File: config.mk
export PLATFORM = sky130hd
export DESIGN_NAME = video_out_fmt
export DESIGN_NICKNAME = d
export VERILOG_FILES = /design/src/rtl/video_out_fmt_pkg.sv /design/src/rtl/video_out_fmt_chan_expand.sv /design/src/rtl/video_out_fmt.sv
export SDC_FILE = /design/constraint.sdc
export NUM_CORES = 1
export LEC_CHECK = 0
export BUFFER_PORTS_ARGS = -buffer_cell sky130_fd_sc_hd__buf_2
export CORE_MARGIN = 2
export CORE_UTILIZATION = 40
export CTS_CLUSTER_DIAMETER = 80
export DETAILED_ROUTE_END_ITERATION = 8
export PLACE_DENSITY = 0.61
export SYNTH_ARGS = -nofsm -noshare
export SYNTH_HDL_FRONTEND = slang
export SYNTH_SLANG_ARGS = --single-unit
File: constraint.sdc
create_clock -name clk_sys -period 1.7 [get_ports clk_sys]
set_input_delay 0.085 -clock clk_sys [delete_from_list [all_inputs] [get_ports clk_sys]]
set_output_delay 0.085 -clock clk_sys [all_outputs]
set_load 0.02 [all_outputs]
File: src/rtl/video_out_fmt_pkg.sv
// Shared data types for the video output formatter.
//   sl_mode_e   : scanline darkening level applied to odd lines.
//   VgaSignal_t : sync and display-enable bundle carried through the pipeline.
package video_out_fmt_pkg;

  typedef enum logic [1:0] {
    SlOff = 2'd0,  // no darkening
    Sl75  = 2'd1,  // 75% level
    Sl50  = 2'd2,  // 50% level
    Sl25  = 2'd3   // 25% level
  } sl_mode_e;

  typedef struct packed {
    logic hs;
    logic vs;
    logic de;
  } VgaSignal_t;

endpackage

File: src/rtl/video_out_fmt_chan_expand.sv
// One colour channel: widen by MSB-first bit replication, blank outside the
// active area and apply scanline darkening.
// Ports:
//   color_i [IN_W]  : delayed input colour
//   de_i            : delayed display enable (0 forces output to 0)
//   dark_i          : darkening level for this pixel (SlOff = none)
//   color_o [OUT_W] : expanded channel value
module video_out_fmt_chan_expand
  import video_out_fmt_pkg::*;
#(
  parameter int unsigned IN_W  = 3,
  parameter int unsigned OUT_W = 8
) (
  input  logic [IN_W-1:0]  color_i,
  input  logic             de_i,
  input  sl_mode_e         dark_i,
  output logic [OUT_W-1:0] color_o
);

  logic [OUT_W-1:0] expanded;

  // Output bit i (counting from the MSB) takes input bit (i mod IN_W) from the MSB.
  for (genvar i = 0; i < OUT_W; i++) begin : g_rep
    assign expanded[OUT_W-1-i] = color_i[IN_W-1-(i%IN_W)];
  end

  always_comb begin
    color_o = '0;
    if (de_i) begin
      unique case (dark_i)
        SlOff:   color_o = expanded;
        Sl75:    color_o = expanded - (expanded >> 2);
        Sl50:    color_o = expanded >> 1;
        Sl25:    color_o = expanded >> 2;
        default: color_o = expanded;
      endcase
    end
  end

endmodule

File: src/rtl/video_out_fmt.sv
// Video output formatter: delays colour and syncs by PIPE pixel-enabled cycles,
// expands colour to OUT_W bits, blanks outside DE, adjusts sync polarity and
// darkens odd lines according to a per-frame scanline mode.
// Ports:
//   clk_sys, rst_n (async, active low), ce_pix (pixel enable)
//   r_in/g_in/b_in [IN_W], hs_in, vs_in (active high), de_in, sl_mode [2]
//   VGA_R/VGA_G/VGA_B [OUT_W], VGA_HS, VGA_VS, VGA_DE
//   line_odd  : undelayed line parity (cleared at frame start)
//   frame_cnt : frames since reset, wrapping
module video_out_fmt
  import video_out_fmt_pkg::*;
#(
  parameter int unsigned IN_W   = 3,
  parameter int unsigned OUT_W  = 8,
  parameter int unsigned PIPE   = 2,
  parameter bit          HS_POL = 1'b0,
  parameter bit          VS_POL = 1'b0
) (
  input  logic             clk_sys,
  input  logic             rst_n,
  input  logic             ce_pix,
  input  logic [IN_W-1:0]  r_in,
  input  logic [IN_W-1:0]  g_in,
  input  logic [IN_W-1:0]  b_in,
  input  logic             hs_in,
  input  logic             vs_in,
  input  logic             de_in,
  input  logic [1:0]       sl_mode,
  output logic [OUT_W-1:0] VGA_R,
  output logic [OUT_W-1:0] VGA_G,
  output logic [OUT_W-1:0] VGA_B,
  output logic             VGA_HS,
  output logic             VGA_VS,
  output logic             VGA_DE,
  output logic             line_odd,
  output logic [15:0]      frame_cnt
);

  typedef struct packed {
    logic [IN_W-1:0] r;
    logic [IN_W-1:0] g;
    logic [IN_W-1:0] b;
    VgaSignal_t      sig;
    sl_mode_e        dark;
  } stage_t;

  logic     hs_prev_q, vs_prev_q;
  logic     line_odd_q, line_odd_d;
  logic [15:0] frame_cnt_q, frame_cnt_d;
  sl_mode_e sl_act_q, sl_act_d;
  logic     hs_rise, vs_rise;
  stage_t   stage_in;
  stage_t   pipe_q [PIPE];
  stage_t   stage_out;

  always_comb begin
    hs_rise     = hs_in & ~hs_prev_q;
    vs_rise     = vs_in & ~vs_prev_q;
    line_odd_d  = line_odd_q;
    frame_cnt_d = frame_cnt_q;
    sl_act_d    = sl_act_q;
    if (vs_rise) begin
      // Frame start wins over a coincident line start.
      line_odd_d  = 1'b0;
      frame_cnt_d = frame_cnt_q + 16'd1;
      sl_act_d    = sl_mode_e'(sl_mode);
    end else if (hs_rise) begin
      line_odd_d = ~line_odd_q;
    end
  end

  // Parity and mode are resolved per input pixel (including an edge in this
  // same cycle) and travel down the pipeline so darkening matches the pixel.
  always_comb begin
    stage_in.r      = r_in;
    stage_in.g      = g_in;
    stage_in.b      = b_in;
    stage_in.sig.hs = hs_in;
    stage_in.sig.vs = vs_in;
    stage_in.sig.de = de_in;
    stage_in.dark   = line_odd_d ? sl_act_d : SlOff;
  end

  always_ff @(posedge clk_sys or negedge rst_n) begin
    if (!rst_n) begin
      hs_prev_q   <= 1'b0;
      vs_prev_q   <= 1'b0;
      line_odd_q  <= 1'b0;
      frame_cnt_q <= 16'd0;
      sl_act_q    <= SlOff;
      for (int unsigned i = 0; i < PIPE; i++) begin
        pipe_q[i] <= '0;
      end
    end else if (ce_pix) begin
      hs_prev_q   <= hs_in;
      vs_prev_q   <= vs_in;
      line_odd_q  <= line_odd_d;
      frame_cnt_q <= frame_cnt_d;
      sl_act_q    <= sl_act_d;
      pipe_q[0]   <= stage_in;
      for (int unsigned i = 1; i < PIPE; i++) begin
        pipe_q[i] <= pipe_q[i-1];
      end
    end
  end

  assign stage_out = pipe_q[PIPE-1];

  video_out_fmt_chan_expand #(.IN_W(IN_W), .OUT_W(OUT_W)) u_exp_r (
    .color_i (stage_out.r),
    .de_i    (stage_out.sig.de),
    .dark_i  (stage_out.dark),
    .color_o (VGA_R)
  );

  video_out_fmt_chan_expand #(.IN_W(IN_W), .OUT_W(OUT_W)) u_exp_g (
    .color_i (stage_out.g),
    .de_i    (stage_out.sig.de),
    .dark_i  (stage_out.dark),
    .color_o (VGA_G)
  );

  video_out_fmt_chan_expand #(.IN_W(IN_W), .OUT_W(OUT_W)) u_exp_b (
    .color_i (stage_out.b),
    .de_i    (stage_out.sig.de),
    .dark_i  (stage_out.dark),
    .color_o (VGA_B)
  );

  // Cleared pipeline (sync 0) yields the inactive level.
  assign VGA_HS    = stage_out.sig.hs ^ ~HS_POL;
  assign VGA_VS    = stage_out.sig.vs ^ ~VS_POL;
  assign VGA_DE    = stage_out.sig.de;
  assign line_odd  = line_odd_q;
  assign frame_cnt = frame_cnt_q;

endmodule

==> results of run 1 <==
stage by stage:
| step | hold WS (ps) | cells |
|---|---|---|
| after floorplan | -211 | 340 |
| after global placement | 63.1 | 551 |
| after detailed placement | 71.4 | 551 |
| after CTS | 5.95 | 573 |
| after global routing | 0.671 | 577 |
| final | 14.8 | 577 |
where the power goes:
part / switching (mW) / leakage (nW) / internal, mW
Combinational: 1.29 / 1.56 / 1.28
Sequential: 0.158 / 0.583 / 1.26
Clock: 0.370 / 0.0484 / 0.334
metal layers:
layer	wire length, um	track usage, %
met2	4060	35.5
met5	0	0
met3	274	2.79
met4	132	5.10
met1	4070	27.3
kinds of logic after synthesis:
| kind of cell | after synthesis | share of synthesized area, % |
|---|---|---|
| buffers and inverters | 37 | 4.83 |
| flip-flops | 47 | 37.8 |
| AO/OA/AOI/OAI | 89 | 18.9 |
| AND/OR/NAND/NOR | 106 | 17.2 |
| XOR/XNOR | 22 | 6.19 |
| adder cells (fa/ha/maj) | 16 | 7.16 |
| multiplexers | 23 | 7.96 |
layout by cell type, fill, tap and decap left out, types with 3 or more instances in the layout:
master	Yosys	final
o31ai_1	4	3
fa_2	0	3
inv_2	0	10
a21oi_2	0	9
ha_4	0	12
xnor2_1	16	16
mux2_2	14	14
nand4_1	7	7
dlygate4sd3_1	0	3
mux2i_1	9	8
o21ai_1	3	3
nor2b_4	0	3
dfrtp_2	0	7
a211o_1	5	5
nand2b_1	8	8
nand3_1	4	4
a21oi_4	0	6
buf_6	0	26
a21boi_2	0	3
clkbuf_8	0	6
o211ai_1	8	8
and3_1	7	7
o21ai_2	0	7
buf_2	6	39
nor2b_1	12	7
o311a_1	3	3
nor3_2	0	3
a21o_1	4	4
dfrtp_1	47	40
a21oi_1	21	6
buf_4	1	72
inv_1	22	11
o21a_1	3	3
o21ai_0	20	13
a2111oi_2	0	3
nor2_1	11	11
xor2_1	6	6
nand2_1	41	40
worst min path at each step:
stage / start / end / slack (ps) / depth (start not counted)
after floorplan: rst_n / VGA_DE$_DFFE_PN0P_ / -210 / 0
after global placement: rst_n / frame_cnt[15]$_DFFE_PN0P_ / 60 / 1
after detailed placement: rst_n / frame_cnt[13]$_DFFE_PN0P_ / 70 / 1
after CTS: r_in[1] / pipe_q[26]$_DFFE_PN0P_ / 6 / 2
after global routing: r_in[1] / pipe_q[26]$_DFFE_PN0P_ / 0.7 / 2
final: r_in[1] / pipe_q[26]$_DFFE_PN0P_ / 10 / 2
final cells by class:
type                       instances  area [um^2]  area share (%)
clock buffer                       7         86.3            1.78
clock inverter                     1         8.76           0.180
inverter                          22         85.1            1.75
multi-input combinational        256         2270            46.7
sequential                        47         1180            24.4
tap                              102          128            2.63
timing repair buffer             142         1100            22.6
registers in the layout, indices dropped and copies added, names as in the netlist:
| signal | flops |
|---|---|
| VGA_DE | 1 |
| frame_cnt | 16 |
| line_odd | 1 |
| pipe_q | 27 |
| sl_act_q | 2 |
timing repair:
item,CTS,global route
pin swaps,25,28
resized for setup,81,22
setup buffers,11,6
cloned,0,0
hold buffers,3,0
hold endpoints to repair,21,0
endpoints found under the setup margin,24,24
==> results_dict.tcl, run 1 <==
set metrics [dict create \
    cp_num_buf_inv 4 \
    maxCapViolCount 0 \
    die_w_um 92.2 \
    ys_seq_area_share_pct 37.8 \
    clkLatencyLatePin_ps 300 \
    design.core.area_um2 7650 \
    timing.final.ws_setup_ps -476 \
    diodes 0 \
    synthFlopType "dfrtp_1" \
    p_leak_nw 2.19 \
    ios 61 \
    dpl_cell_area_um2 4220 \
    place.port_buffers 60 \
    synthArstFlopShare_pct 100 \
    drtIter0Drc 111 \
    end_kind "primary output" \
    worstMarginPinSlew_ps 526 \
    grt_pass1_vias 2937 \
    clockBufferDepth 2 \
    routed_via_density 5.14 \
    track_usage_pct 20.6 \
    cp.depth 9 \
    slew_headroom_pct 64.7 \
    slowest_delay_ps 430 \
    rows 32 \
    min_period_ps 2180 \
    synth.largest_area_cell "dfrtp_1" \
    final_util_pct 63.6 \
    routabilityCongestion 0.848 \
    htree_levels 2 \
    fillCellCount 659 \
    cts_buffers 5 \
    drc 0 \
    wl_per_cell_um 14.8 \
    endpoint "VGA_R[7]" \
    yosysMostFrequentCell "dfrtp_1" \
    grt_pass1_wl_um 14100 \
    root_buffer "clkbuf_8" \
    total_power_mw 4.70 \
    cp_max_fo 6 \
    antenna_found_initial 0 \
    status "complete, but fails checks" \
    tns_ps -7900 \
    critPathRequiredTime_ps 1620 \
    cp.arrival_ps 2090 \
    grt_setup_unrepaired "true" \
    netlist_top_cells_count "47 x dfrtp_1, 41 x nand2_1, 22 x inv_1, 21 x a21oi_1, 20 x o21ai_0" \
    yosysTopAreaCellShare_pct 37.8 \
    crit_type "reg -> out" \
    netlist_top_cells_area "dfrtp_1 38%, ha_1 5.2%, mux2_2 5.1%" \
    rr_worst_depth 4 \
    worstSetupStartpointType "flip-flop" \
    ant_nets 0 \
    fmax_mhz 460 \
    synth_cell_types 47 \
    ys_seq_elements 47 \
    slowest_stage "or4_4" \
    r2r_setup_slack_ps 280 \
    synth.avg_cell_area_um2 9.15 \
    dp_slack_ps -213 \
    fin_skew_ps 9.01 \
    hold_violations 0 \
    cts_tree "built" \
    cp-startpoint "pipe_q[12]$_DFFE_PN0P_" \
    synth_warnings 0 \
    overflow 0 \
    grt_max_degree 29 \
    dieArea_um2 8500 \
    synthCells 340 \
    ir_worst_vdd_v 0.000671 \
    syn_nets 373 \
    nets 507 \
    synthesis.area_um2 3110 \
    dieHeight_um 92.2 \
    routed_wl_um 8530 \
    crit_chain "inv_2, buf_4, buf_12, ha_4, o21ai_2, a21oi_2, or4_4, a21oi_4, buf_6" \
    start_util_pct 40.7 \
    setup_violations 21 \
    cts_sinks 47 \
    vias 2967 \
    synth-edff-count 0 \
    syn_to_final_growth_pct 56.3 \
    power.density_nw_per_um2 966 \
    violations "setup timing" \
    clk_pin_slew_ps 90 \
    hp-class "in -> reg" \
    layout-drive-gt1-share_pct 51.6 \
    critPathTopFamily "buffers and inverters" \
    finalMaxSlewViolations 0 \
    reg2reg_to "frame_cnt[7]$_DFFE_PN0P_" \
    hpwl_um 6270 \
    regToRegStartpoint "pipe_q[17]$_DFFE_PN0P_" \
    fin_area_um2 4860 \
    period_share_pct 128 \
    firstDrtPassIters 4 \
]
(Power assumes the default switching activity.)
==> run 2, diff against run 1 <==
==> constraint.sdc (replaced) <==
create_clock -name clk_sys -period 1.8 [get_ports clk_sys]
set_input_delay 0.09 -clock clk_sys [delete_from_list [all_inputs] [get_ports clk_sys]]
set_output_delay 0.09 -clock clk_sys [all_outputs]
set_load 0.005 [all_outputs]
==> run 2 against run 1 <==
Against the previous run: the run still ends with setup timing left; flip-flop and latch count did not move; hold slack got worse by 0.60 ps; first-iteration DRC count rose by 55%; setup slack improved by 100 ps; register-to-register slack got worse by 30 ps; sequential power fell by 6%; sequential share of layout area rose by 2.5 points; non-clock buffer count fell by 20; clock skew fell by 3.1 ps; global-route usage fell by 2.0 points.
==> results_dict.tcl, run 2 (synthesis gave the netlist of run 1 again) <==
set metrics [dict create \
    status "complete, but fails checks" \
    violations "setup timing" \
    grt_setup_unrepaired "true" \
    ios 61 \
    endpoint "VGA_G[2]" \
    drc 0 \
    drtIter0Drc 172 \
    grt_pass1_vias 2677 \
    fin_skew_ps 5.90 \
    final_util_pct 57.4 \
    tns_ps -4900 \
    wl_per_cell_um 14.4 \
    critPathRequiredTime_ps 1710 \
    power.density_nw_per_um2 879 \
    cts_buffers 5 \
    cp.arrival_ps 2080 \
    hold_violations 0 \
    maxCapViolCount 0 \
    layout_commonest_cell "buf_2" \
    cts_sinks 47 \
    setup_violations 21 \
    most-common-layout-cells "60 x buf_2, 51 x buf_4, 42 x dfrtp_1" \
    timing.final.ws_setup_ps -373 \
    vias 2900 \
    min_period_ps 2170 \
    regToRegStartpoint "pipe_q[17]$_DFFE_PN0P_" \
    start_util_pct 40.7 \
    hpwl_um 5610 \
    top_register "pipe_q" \
    grt_pass1_wl_um 12800 \
    track_usage_pct 18.6 \
    worstMarginPinSlew_ps 728 \
    period_share_pct 121 \
    rows 32 \
    r2r_setup_slack_ps 250 \
    seq_area_um2 1180 \
    design.core.area_um2 7650 \
    routabilityCongestion 0.919 \
    htree_levels 2 \
    layout-drive-gt1-share_pct 44.6 \
    die_w_um 92.2 \
    reg2reg_to "frame_cnt[7]$_DFFE_PN0P_" \
    worstSetupStartpointType "flip-flop" \
    cp_max_fo 4 \
    finalMaxSlewViolations 0 \
    crit_type "reg -> out" \
    routed_via_density 5.21 \
    syn_to_final_growth_pct 41.2 \
    place.port_buffers 60 \
    grt_max_degree 35 \
    fillCellCount 705 \
    cts_tree "built" \
    hp-class "in -> reg" \
    antenna_found_initial 0 \
    dp_slack_ps -124 \
    rr_worst_depth 4 \
    ir_worst_vdd_v 0.000629 \
    root_buffer "clkbuf_8" \
    cp-startpoint "pipe_q[9]$_DFFE_PN0P_" \
    fmax_mhz 460 \
    ant_nets 0 \
    multiInputGateArea_um2 2110 \
    fin_area_um2 4390 \
    end_kind "primary output" \
    clockBufferDepth 2 \
    hold_start "g_in[1]" \
    dieHeight_um 92.2 \
    routed_wl_um 7990 \
    dpl_cell_area_um2 3840 \
    overflow 0 \
    slew_headroom_pct 51.5 \
    clk_pin_slew_ps 90 \
    clkLatencyLatePin_ps 300 \
    largest_reg_flops 27 \
    firstDrtPassIters 4 \
    dieArea_um2 8500 \
    nets 487 \
    diodes 0 \
    p_leak_nw 2.07 \
]
## run 2: cell count changes in the layout (fill, tap and decap cells not counted), sizes merged
cell,previous run,this run
buf,139,119
inv,22,23
clkbuf,7,5
clkinv,1,2
## run 2: worst min path at each step
| stage | to | depth (start not counted) | slack (ps) |
|---|---|---|---|
| after floorplan | VGA_DE$_DFFE_PN0P_ | 0 | -210 |
| after global placement | frame_cnt[15]$_DFFE_PN0P_ | 1 | 190 |
| after detailed placement | frame_cnt[15]$_DFFE_PN0P_ | 1 | 190 |
| after CTS | pipe_q[23]$_DFFE_PN0P_ | 2 | 6 |
| after global routing | pipe_q[20]$_DFFE_PN0P_ | 2 | 0.5 |
| final | pipe_q[23]$_DFFE_PN0P_ | 2 | 10 |
## run 2: metal layers
metal	vias up	track usage [%]	share of wire, %
li1	1443	-	-
met1	1375	26.6	48
met2	73	28.6	46
met3	9	4.19	5.0
met4	0	4.98	1.2
met5	-	0	0
## run 2: worst max-delay path, stage by stage (launching register included)
cell     delay, ps
dfrtp_1        400
inv_2          100
ha_4           140
inv_2           30
fa_2           380
xnor2_2        160
a211o_1        270
a21oi_2        160
buf_2          140
## run 2: stage by stage
| stage | hold WS [ps] | power [mW] | instances |
|---|---|---|---|
| 2_1_floorplan | -206 | 2.23 | 340 |
| 5_1_grt | 0.540 | 4.13 | 557 |
| 6_report | 14.2 | 3.86 | 557 |
| 3_3_place_gp | 189 | 2.80 | 534 |
| 4_1_cts | 6.38 | 3.71 | 553 |
| 3_5_place_dp | 188 | 2.83 | 534 |
## run 2: cell type report
type / instances / area share (%)
clock buffer: 5 / 1.57
clock inverter: 3 / 0.427
inverter: 22 / 1.88
multi-input combinational: 256 / 48.0
sequential: 47 / 26.9
tap: 102 / 2.91
timing repair buffer: 122 / 18.3
## run 2: power breakdown
part	total (mW)	internal, mW	switching, mW
clock	0.640	0.274	0.366
sequential	1.34	1.19	0.142
combinational	1.88	0.976	0.908
total	3.86	2.44	1.42
## run 2: repair_timing
action / CTS / global route
hold buffers: 3 / 0
endpoints found under the setup margin: 21 / 21
pin swaps: 43 / 20
endpoints found under the hold margin: 34 / 0
gates resized for setup: 52 / 30
buffers inserted: 8 / 5
==> run 3, diff against run 2 <==
--- a/config.mk
+++ b/config.mk
@@ -6,11 +6,13 @@
 export NUM_CORES = 1
 export LEC_CHECK = 0
 export BUFFER_PORTS_ARGS = -buffer_cell sky130_fd_sc_hd__buf_2
+export CELL_PAD_IN_SITES_DETAIL_PLACEMENT = 2
+export CELL_PAD_IN_SITES_GLOBAL_PLACEMENT = 2
 export CORE_MARGIN = 2
-export CORE_UTILIZATION = 40
+export CORE_UTILIZATION = 30
 export CTS_CLUSTER_DIAMETER = 80
 export DETAILED_ROUTE_END_ITERATION = 8
-export PLACE_DENSITY = 0.61
+export PLACE_DENSITY = 0.73
 export SYNTH_ARGS = -nofsm -noshare
 export SYNTH_HDL_FRONTEND = slang
 export SYNTH_SLANG_ARGS = --single-unit
==> run 3 against run 2 <==
Against the previous run: the flow still finishes with violations (setup timing); fmax shrank 9.1%; wire length increased by 80%; final area grew 10%; combinational power increased by 31%; sequential share of layout area shrank 2.5 points; count of clock-buffer cells in the layout up 2; register-to-register slack barely moved; total power is 16% higher; die area increased by 32%; largest cell class unchanged.
==> results_dict.tcl, run 3 (synthesis gave the netlist of run 1 again) <==
set metrics [dict create \
    status "complete, but fails checks" \
    violations "setup timing" \
    hpwl_um 7790 \
    cts_buffers 5 \
    cp.arrival_ps 2300 \
    seq_area_um2 1180 \
    dieArea_um2 11200 \
    drtIter0Drc 77 \
    layout-drive-gt1-share_pct 53.0 \
    largest_reg_flops 27 \
    routed_wl_um 14400 \
    overflow 0 \
    routed_via_density 5.32 \
    dpl_cell_area_um2 3940 \
    fmax_mhz 418 \
    crit_type "reg -> out" \
    diodes 0 \
    p_leak_nw 2.22 \
    ant_nets 0 \
    antenna_found_initial 0 \
    track_usage_pct 22.0 \
    cts_tree "built" \
    rows 37 \
    period_share_pct 133 \
    most-common-layout-cells "61 x buf_4, 60 x buf_2, 41 x dfrtp_1" \
    multiInputGateArea_um2 2290 \
    r2r_setup_slack_ps 250 \
    critPathRequiredTime_ps 1710 \
    wl_per_cell_um 23.5 \
    syn_to_final_growth_pct 55.8 \
    grt_setup_unrepaired "true" \
    maxCapViolCount 0 \
    htree_levels 2 \
    end_kind "primary output" \
    hold_start "sl_mode[1]" \
    cp_max_fo 3 \
    fin_skew_ps 10.3 \
    slew_headroom_pct 60.1 \
    ios 61 \
    dp_slack_ps -231 \
    fin_area_um2 4850 \
    top_register "pipe_q" \
    grt_max_degree 48 \
    cts_sinks 47 \
    clkLatencyLatePin_ps 300 \
    hold_depth 3 \
    ir_worst_vdd_v 0.000472 \
    place.port_buffers 60 \
    fillCellCount 1121 \
    hold_violations 0 \
    design.core.area_um2 10200 \
    grt_pass1_wl_um 19400 \
    firstDrtPassIters 4 \
    grt_pass1_vias 3545 \
    layout_commonest_cell "buf_4" \
    worstSetupStartpointType "flip-flop" \
    timing.final.ws_setup_ps -590 \
    die_w_um 106 \
    clk_pin_slew_ps 90 \
    regToRegStartpoint "frame_cnt[0]$_DFFE_PN0P_" \
    hp-class "in -> reg" \
    vias 3262 \
    min_to "sl_act_q[1]$_DFFE_PN0P_" \
    setup_violations 22 \
    start_util_pct 30.5 \
    rr_worst_depth 5 \
    power.density_nw_per_um2 921 \
    min_period_ps 2390 \
    clockBufferDepth 2 \
    routabilityCongestion 0.859 \
    nets 509 \
    drc 0 \
    finalMaxSlewViolations 0 \
    root_buffer "clkbuf_8" \
    reg2reg_to "frame_cnt[6]$_DFFE_PN0P_" \
    worstMarginPinSlew_ps 598 \
    dieHeight_um 106 \
]
run 3: cell types whose count changed in the layout (fill, tap and decap cells not counted), sizes merged:
cell         before  now
clkinv            2    1
dlygate4sd3       3    2
inv              23   22
buf             119  141
clkbuf            5    8
run 3: area by class of cell:
type                       instances  share of cell area (%)
clock buffer                       7                    1.58
timing repair buffer             144                    21.4
tap                              136                    3.51
multi-input combinational        256                    47.2
inverter                          22                    1.81
sequential                        47                    24.4
clock inverter                     1                   0.103
run 3: how the worst max path moves through the flow:
| stage | start | endpoint | cells past startpoint |
|---|---|---|---|
| 6_report | pipe_q[13]$_DFFE_PN0P_ | VGA_R[4] | 8 |
| 5_1_grt | pipe_q[12]$_DFFE_PN0P_ | VGA_R[4] | 9 |
| 4_1_cts | pipe_q[6]$_DFFE_PN0P_ | VGA_B[4] | 9 |
| 3_5_place_dp | pipe_q[6]$_DFFE_PN0P_ | VGA_B[4] | 9 |
| 3_3_place_gp | pipe_q[6]$_DFFE_PN0P_ | VGA_B[2] | 8 |
| 2_1_floorplan | pipe_q[9]$_DFFE_PN0P_ | VGA_G[4] | 8 |
run 3: power breakdown:
part | leakage, nW | internal, mW | switching [mW]
sequential | 0.585 | 1.19 | 0.175
clock | 0.0422 | 0.274 | 0.354
combinational | 1.59 | 1.21 | 1.26
total | 2.22 | 2.68 | 1.79
run 3: critical path, cell delays in order (launching register included):
cell      delay [ps]
dfrtp_1          450
buf_6            160
buf_4            130
fa_2             410
a21o_1           200
a21oi_2          210
xor2_1           210
a21boi_1          90
buf_2            130
run 3: repair_timing:
action	4_1_cts	5_1_grt
endpoints found under the setup margin	21	23
buffers inserted	17	15
hold buffers	2	0
pin swaps	45	28
hold endpoints to repair	48	0
gates resized for setup	79	55
gates cloned	0	1
run 3: routing by layer:
| layer | up-vias | global-route usage [%] | part of all wire (%) |
|---|---|---|---|
| met5 | - | 0 | 0 |
| met4 | 0 | 7.42 | 2.1 |
| met3 | 24 | 3.34 | 3.8 |
| met2 | 79 | 40.1 | 54 |
| met1 | 1676 | 26.3 | 40 |
| li1 | 1483 | - | - |
run 3: stage by stage:
| stage | power, mW | util, % | instances | setup TNS (ps) | hold slack, ps |
|---|---|---|---|---|---|
| 2_1_floorplan | 2.23 | - | 340 | 0 | -206 |
| 3_3_place_gp | 2.90 | 38.7 | 575 | -502 | 225 |
| 3_5_place_dp | 3.00 | 38.7 | 575 | -1550 | 230 |
| 4_1_cts | 3.99 | 44.0 | 600 | -5700 | 11.9 |
| 5_1_grt | 4.71 | 47.6 | 613 | -9970 | 15.4 |
| 6_report | 4.46 | 47.6 | 613 | -8440 | 15.3 |
